[src/rtl/iob_mem_arbiter.sv]
// Two-port IOb arbiter: an instruction port (read only) and a data port
// share one memory port. One outstanding transaction at a time, with either
// round-robin or fixed data-port priority.
module iob_mem_arbiter #(
   parameter int ADDR_W = 32,
   parameter int DATA_W = 32,
   parameter int DPRIO  = 0
) (
   input  logic                clk_i,
   input  logic                cke_i,
   input  logic                arst_i,
   // instruction port
   input  logic                i_avalid_i,
   input  logic [ADDR_W-1:0]   i_addr_i,
   output logic                i_ready_o,
   output logic [DATA_W-1:0]   i_rdata_o,
   output logic                i_rvalid_o,
   // data port
   input  logic                d_avalid_i,
   input  logic [ADDR_W-1:0]   d_addr_i,
   input  logic [DATA_W-1:0]   d_wdata_i,
   input  logic [DATA_W/8-1:0] d_wstrb_i,
   output logic                d_ready_o,
   output logic [DATA_W-1:0]   d_rdata_o,
   output logic                d_rvalid_o,
   // shared memory port
   output logic                m_avalid_o,
   output logic [ADDR_W-1:0]   m_addr_o,
   output logic [DATA_W-1:0]   m_wdata_o,
   output logic [DATA_W/8-1:0] m_wstrb_o,
   input  logic                m_ready_i,
   input  logic [DATA_W-1:0]   m_rdata_i,
   input  logic                m_rvalid_i,
   // current owner {D,I}
   output logic [1:0]          grant_o
);

   typedef enum logic [1:0] {StIdle, StGrant, StWaitR} state_t;

   state_t     state_q, state_d;
   logic [1:0] owner_q, owner_d;    // one-hot {D,I}, cleared whenever idle
   logic       last_d_q, last_d_d;  // 1 when the data port completed last

   logic sel_d;
   logic own_avalid;
   logic own_write;
   logic win_d;
   logic in_grant;
   logic in_wait;

   assign sel_d      = owner_q[1];
   assign own_avalid = sel_d ? d_avalid_i : i_avalid_i;
   assign own_write  = sel_d && (d_wstrb_i != '0);
   assign in_grant   = (state_q == StGrant);
   assign in_wait    = (state_q == StWaitR);

   // Winner selection in idle; a tie goes to the port that did not complete last
   always_comb begin
      win_d = 1'b0;
      if (i_avalid_i && d_avalid_i) begin
         win_d = (DPRIO != 0) ? 1'b1 : ~last_d_q;
      end else begin
         win_d = d_avalid_i;
      end
   end

   // Next-state, owner and round-robin pointer
   always_comb begin
      state_d  = state_q;
      owner_d  = owner_q;
      last_d_d = last_d_q;
      unique case (state_q)
         StIdle: begin
            if (i_avalid_i || d_avalid_i) begin
               owner_d = win_d ? 2'b10 : 2'b01;
               state_d = StGrant;
            end
         end
         StGrant: begin
            if (!own_avalid) begin
               // abandoned request: no completion, pointer untouched
               state_d = StIdle;
               owner_d = 2'b00;
            end else if (m_ready_i) begin
               if (own_write) begin
                  state_d  = StIdle;
                  owner_d  = 2'b00;
                  last_d_d = 1'b1;
               end else begin
                  state_d = StWaitR;
               end
            end
         end
         StWaitR: begin
            if (m_rvalid_i) begin
               state_d  = StIdle;
               owner_d  = 2'b00;
               last_d_d = sel_d;
            end
         end
         default: begin
            state_d = StIdle;
            owner_d = 2'b00;
         end
      endcase
   end

   // State register; clock enable freezes everything
   always_ff @(posedge clk_i or posedge arst_i) begin
      if (arst_i) begin
         state_q  <= StIdle;
         owner_q  <= 2'b00;
         last_d_q <= 1'b1;
      end else if (cke_i) begin
         state_q  <= state_d;
         owner_q  <= owner_d;
         last_d_q <= last_d_d;
      end
   end

   // Request forwarding, handshakes and read-data routing from held state
   always_comb begin
      m_avalid_o = 1'b0;
      m_addr_o   = '0;
      m_wdata_o  = '0;
      m_wstrb_o  = '0;
      i_ready_o  = 1'b0;
      d_ready_o  = 1'b0;
      i_rvalid_o = 1'b0;
      d_rvalid_o = 1'b0;
      i_rdata_o  = '0;
      d_rdata_o  = '0;
      if (in_grant) begin
         m_avalid_o = own_avalid;
         m_addr_o   = sel_d ? d_addr_i : i_addr_i;
         if (sel_d) begin
            m_wdata_o = d_wdata_i;
            m_wstrb_o = d_wstrb_i;
         end
         i_ready_o = owner_q[0] & m_ready_i;
         d_ready_o = owner_q[1] & m_ready_i;
      end
      if (in_wait && m_rvalid_i) begin
         if (owner_q[0]) begin
            i_rvalid_o = 1'b1;
            i_rdata_o  = m_rdata_i;
         end
         if (owner_q[1]) begin
            d_rvalid_o = 1'b1;
            d_rdata_o  = m_rdata_i;
         end
      end
   end

   assign grant_o = owner_q;

endmodule

[config.mk]
export PLATFORM = sky130hd
export DESIGN_NAME = iob_mem_arbiter
export DESIGN_NICKNAME = d
export VERILOG_FILES = /design/src/rtl/iob_mem_arbiter.sv
export SDC_FILE = /design/constraint.sdc
export NUM_CORES = 1
export LEC_CHECK = 0
export ABC_AREA = 1
export CAP_MARGIN = 20
export CORE_AREA = 3 3 106 108
export DETAILED_ROUTE_END_ITERATION = 8
export DIE_AREA = 0 0 109 111
export GPL_ROUTABILITY_DRIVEN = 0
export PLACE_DENSITY_LB_ADDON = 0.1
export SYNTH_ARGS = -nofsm -noshare
export SYNTH_HDL_FRONTEND = slang
export SYNTH_SLANG_ARGS = --single-unit
[constraint.sdc]
create_clock -name clk_i -period 1.6 [get_ports clk_i]
set_clock_uncertainty 0.05 [all_clocks]
set_input_delay 0.16 -clock clk_i [delete_from_list [all_inputs] [get_ports clk_i]]
set_output_delay 0.16 -clock clk_i [all_outputs]
set_load 0.01 [all_outputs]
# Word-level counts from Yosys, hierarchy flattened
# Index checks and enable logic that the tools add are counted.
# word_totals
reg_bits,5
latch_bits,0
ramBits,0
rom_bits,0
input_bits,139
output_inout_bits,139
wordCells,61
memories,0
# op_classes
n_addsub,0
mul,0
n_div,0
magnitude_cmp,0
eq_ne,9
shift,0
n_mux,36
n_bitwise,3
n_reduce_logical,10
# ops
operator,n
$mux W32,8
$mux W2,10
$mux W1,13
$pmux W2 S3,2
$ne A2 B2 Y1 const B,5
$mux W4,2
$ne A3 B3 Y1 const B,2
$reduce_and A6 Y1,1
$reduce_and A5 Y1,1
$reduce_and A4 Y1,1
$reduce_bool A4 Y1,1
$logic_and A1 B1 Y1,3
$and A1 B1 Y1,2
$eq A2 B1 Y1 const B,1
$eq A2 B2 Y1 const B,1
$logic_not A2 Y1,1
$pmux W1 S2,1
$reduce_bool A2 Y1,1
$logic_or A1 B1 Y1,1
$not A1 Y1,1

# Logic depth before layout (Yosys ltp)
# depth
depth_word,6
ltp_mapped,8
ltp_nobuf,8

# Worst setup path before layout
# No wires, ideal clock.
# synth_path
path_kind,register to output
startpoint,register state_q[0]
endpoint,output i_rdata_o[10]
arrival_ns,1.181
required_time_ns,1.390
setup_slack_ns,0.209
path_stages_with_launch,9
n_path_buf,1
path_cell_list,dfrtp_1 -> inv_2 -> nand2_2 -> nor2_2 -> inv_2 -> nor2_4 -> inv_2 -> buf_6 -> nor2_1
# synth_between
elab_chain_cells,3
# synth_rtl
item,line,source
"start, declared",40,"state_t state_q, state_d;"
"start signal, assigned",111,state_q <= StIdle;
"start signal, assigned",115,state_q <= state_d;
$eq A2 B2 Y1,55,assign in_wait = (state_q == StWaitR);
$logic_and A1 B1 Y1,143,if (in_wait && m_rvalid_i) begin
$mux W32,143,
"end, declared",16,"output logic [DATA_W-1:0] i_rdata_o,"
# Every way passes these cells.

# Worst setup path after layout
# layout_path
startpoint,register state_q[0]
endpoint,output i_rdata_o[0]
# Same word-level chain as after synthesis.

==> impl_metrics.ini <==
[setup_path]
cp_common_cell = inv_2
critPathBufInv = 6
r2r_end = grant_o[1]$_DFFE_PP0P_
worstSetupPathType = reg -> out
cp-start-kind = flip-flop
worstPathCellList = inv_2 -> nand2_2 -> nor2_2 -> inv_2 -> nor2_4 -> inv_6 -> buf_12 -> buf_16 -> nor2_1 -> buf_2
worst_r2r_startpoint = state_q[1]$_DFFE_PP0P_
reg2reg_slack_ps = 110
end_kind = output port
cpLargestDelayFamily = buffers and inverters
cp.arrival_ps = 1640
reg2reg_depth = 10
crit_required_ps = 1390
crit_fanout = 7
cpPeakStageDelay_ps = 390
cp_slowest_cell = dfrtp_1

[worst_hold_path]
worstHoldPathType = in -> async

[logic_synthesis]
synthesis.area_sq_um = 1678
ys_seq_elements = 5
syn_area_per_cell_sq_um = 4.622
ys_warn_count = 0
synth_nets = 502
syn_inst = 363
synth_cell_types = 19
yosysSeqAreaShare_pct = 7.532

[power_and_ir_drop]
power_density_nw_per_um2 = 1031
leakagePower_nw = 2.683
irDropWorstVdd_v = 0.001127

[drt]
drtPass1Iterations = 4
vias = 3460
routed_via_density = 4.204
drc = 0
routed_wl_microns = 12670
wl_per_cell_microns = 15.40
drt_iter0_drc = 106
antenna_left = 0

[clock_network]
clk_pin_slew_ps = 40
cts-root-buf = clkbuf_8
cts.sinks = 5
clock_latency_ps = 220
cts_htree_levels = 1
clockBufferDepth = 2
numCtsBuffers = 3
cts_tree = built
hold_buffers = 0

[floorplanning]
num_rows = 37
coreArea_sq_um = 10320
die_w_microns = 109
die_h_microns = 111
io_pins = 278
start_util_pct = 16.25
die_area_sq_um = 12100

[timing]
finalCritPeriodShare_pct = 115.7
fmax_mhz = 540.1
rsz0062_at_grt = true
fin_crit_ps = 1851
layout_setup_ws_ps = -251.4
setup_violations = 113
hold_violations = 0
relSlewSlack_pct = 86.51
worst_pin_slew_ps = 202.1
slew_viol_final = 0

[run_status]
outcome = finished, violations left
violations = setup timing

[global_routing]
grt_pass1_vias = 3291
grt_max_degree = 23
grt_usage_pct = 17.47
antenna_found_initial = 0
overflow = 0
grt_pass1_wl_microns = 17020

[run]
drv_cap = 0

[cells_and_area]
finalInstanceArea_sq_um = 5369
final.fill_count = 1015
syn2layout_area_growth_pct = 220.0
antenna_cells = 0
final_util_pct = 52.01
drive_above_1_share_pct = 47.45
layout.nets = 827

[place]
io_buffer_count = 277
dpl_cell_area_sq_um = 4788
dp_hpwl_microns = 9038
cells by family after synthesis:
kind of cell	after synthesis	share of synthesized area, %
AO/OA/AOI/OAI	34	10.14
buffers and inverters	71	19.84
flip-flops	5	7.532
AND/OR/NAND/NOR	253	62.49
flip-flops by register name, indices dropped and copies added (netlist names):
name and count:
grant_o 2, state_q 2, last_d_q 1
final cells by class:
type                    instances  area [sq um]  area share [%]
repair buffers                344          3227           60.10
multi-input cells             287          1603           29.85
inverters                      47         196.4           3.659
well taps                     136         170.2           3.169
flip-flops and latches          5         127.6           2.377
clock buffers                   4         45.04          0.8390
worst register-to-register path: stages, from the launching register on:
cell	delay, ps
dfrtp_1	370
buf_4	130
inv_4	40
buf_4	120
buf_4	120
nand3_1	100
nor2_1	70
nor2_2	180
nand2_1	90
nand2_1	60
nand2_1	40
cell usage after synthesis:
master	count	share of area [%]
nor2_2	24	8.9
nand3b_1	1	0.45
dfrtp_1	4	6.0
buf_4	1	0.45
nand3_1	9	2.7
o21ai_1	1	0.30
inv_1	42	9.4
nand2_1	126	28
a21oi_1	32	9.5
nor2_1	86	19
buf_2	14	4.2
nand2_2	2	0.75
buf_6	6	4.0
nor2_4	2	1.3
nor3_1	3	0.89
inv_2	5	1.1
o21ai_0	1	0.30
buf_1	3	0.67
dfstp_2	1	1.6
through the flow:
step                power (mW)  setup WS, ps  hold WS (ps)  TNS, ps  std cells
CTS                      4.419        -230.3         87.69    -8144        812
floorplan                1.792         208.7        -112.2        0        363
global route             5.908        -337.1         98.71   -18550        823
detailed placement       3.776        -447.5         319.7   -36170        785
finish                   5.534        -251.4         84.44    -9528        823
global placement         3.782        -405.3         320.7   -34650        785
metal layers:
layer	track usage (%)	vias to the layer above	routed length (microns)
li1	-	1727	-
met1	17.38	1544	4428
met2	35.71	180	6906
met3	4.601	9	1254
met4	2.104	0	82
met5	0	-	0
how the worst max path moves through the flow:
| stage | slack, ps | from | depth (start not counted) | to |
|---|---|---|---|---|
| 2_1_floorplan | 210 | state_q[0]$_DFFE_PP0P_ | 8 | i_rdata_o[10] |
| 3_3_place_gp | -410 | m_rvalid_i | 9 | i_rdata_o[27] |
| 6_report | -250 | state_q[0]$_DFFE_PP0P_ | 10 | i_rdata_o[0] |
| 3_5_place_dp | -450 | m_rvalid_i | 9 | i_rdata_o[20] |
| 5_1_grt | -340 | state_q[0]$_DFFE_PP0P_ | 10 | i_rdata_o[0] |
| 4_1_cts | -230 | state_q[0]$_DFFE_PP0P_ | 11 | d_rdata_o[18] |
power breakdown:
group,leakage [nW],total (mW),switching (mW),internal (mW)
combinational,2.60,5.05,2.48,2.57
sequential,0.0607,0.251,0.0555,0.196
clock,0.0228,0.229,0.0585,0.171
total,2.68,5.53,2.59,2.94
layout by cell type (no fill, tap or decap):
cell type / instances
clkdlybuf4s50_1: 139
nand2_1: 126
buf_2: 110
nor2_2: 56
inv_1: 41
nor2_1: 32
buf_6: 32
buf_4: 31
a21oi_2: 26
nor2_4: 24
buf_12: 12
nand3_1: 9
clkbuf_16: 8
buf_16: 7
a21oi_1: 4
clkbuf_8: 3
buf_8: 3
dfrtp_1: 3
inv_6: 2
inv_2: 2
nor3_1: 2
a21oi_4: 2
inv_4: 1
nand2_8: 1
nand3b_1: 1
nand2_2: 1
inv_8: 1
nor3_2: 1
o21ai_1: 1
o21ai_0: 1
clkbuf_1: 1
dfrtp_2: 1
dfstp_2: 1
clkbuf_2: 1
dlygate4sd2_1: 1
repair_timing:
action / in CTS / in global routing
gates resized for setup: 592 / 137
buffers inserted: 14 / 6
setup endpoints to repair: 138 / 130
pin swaps: 2 / 5
cloned: 9 / 9
No activity file was read; power rests on OpenSTA's default activity.
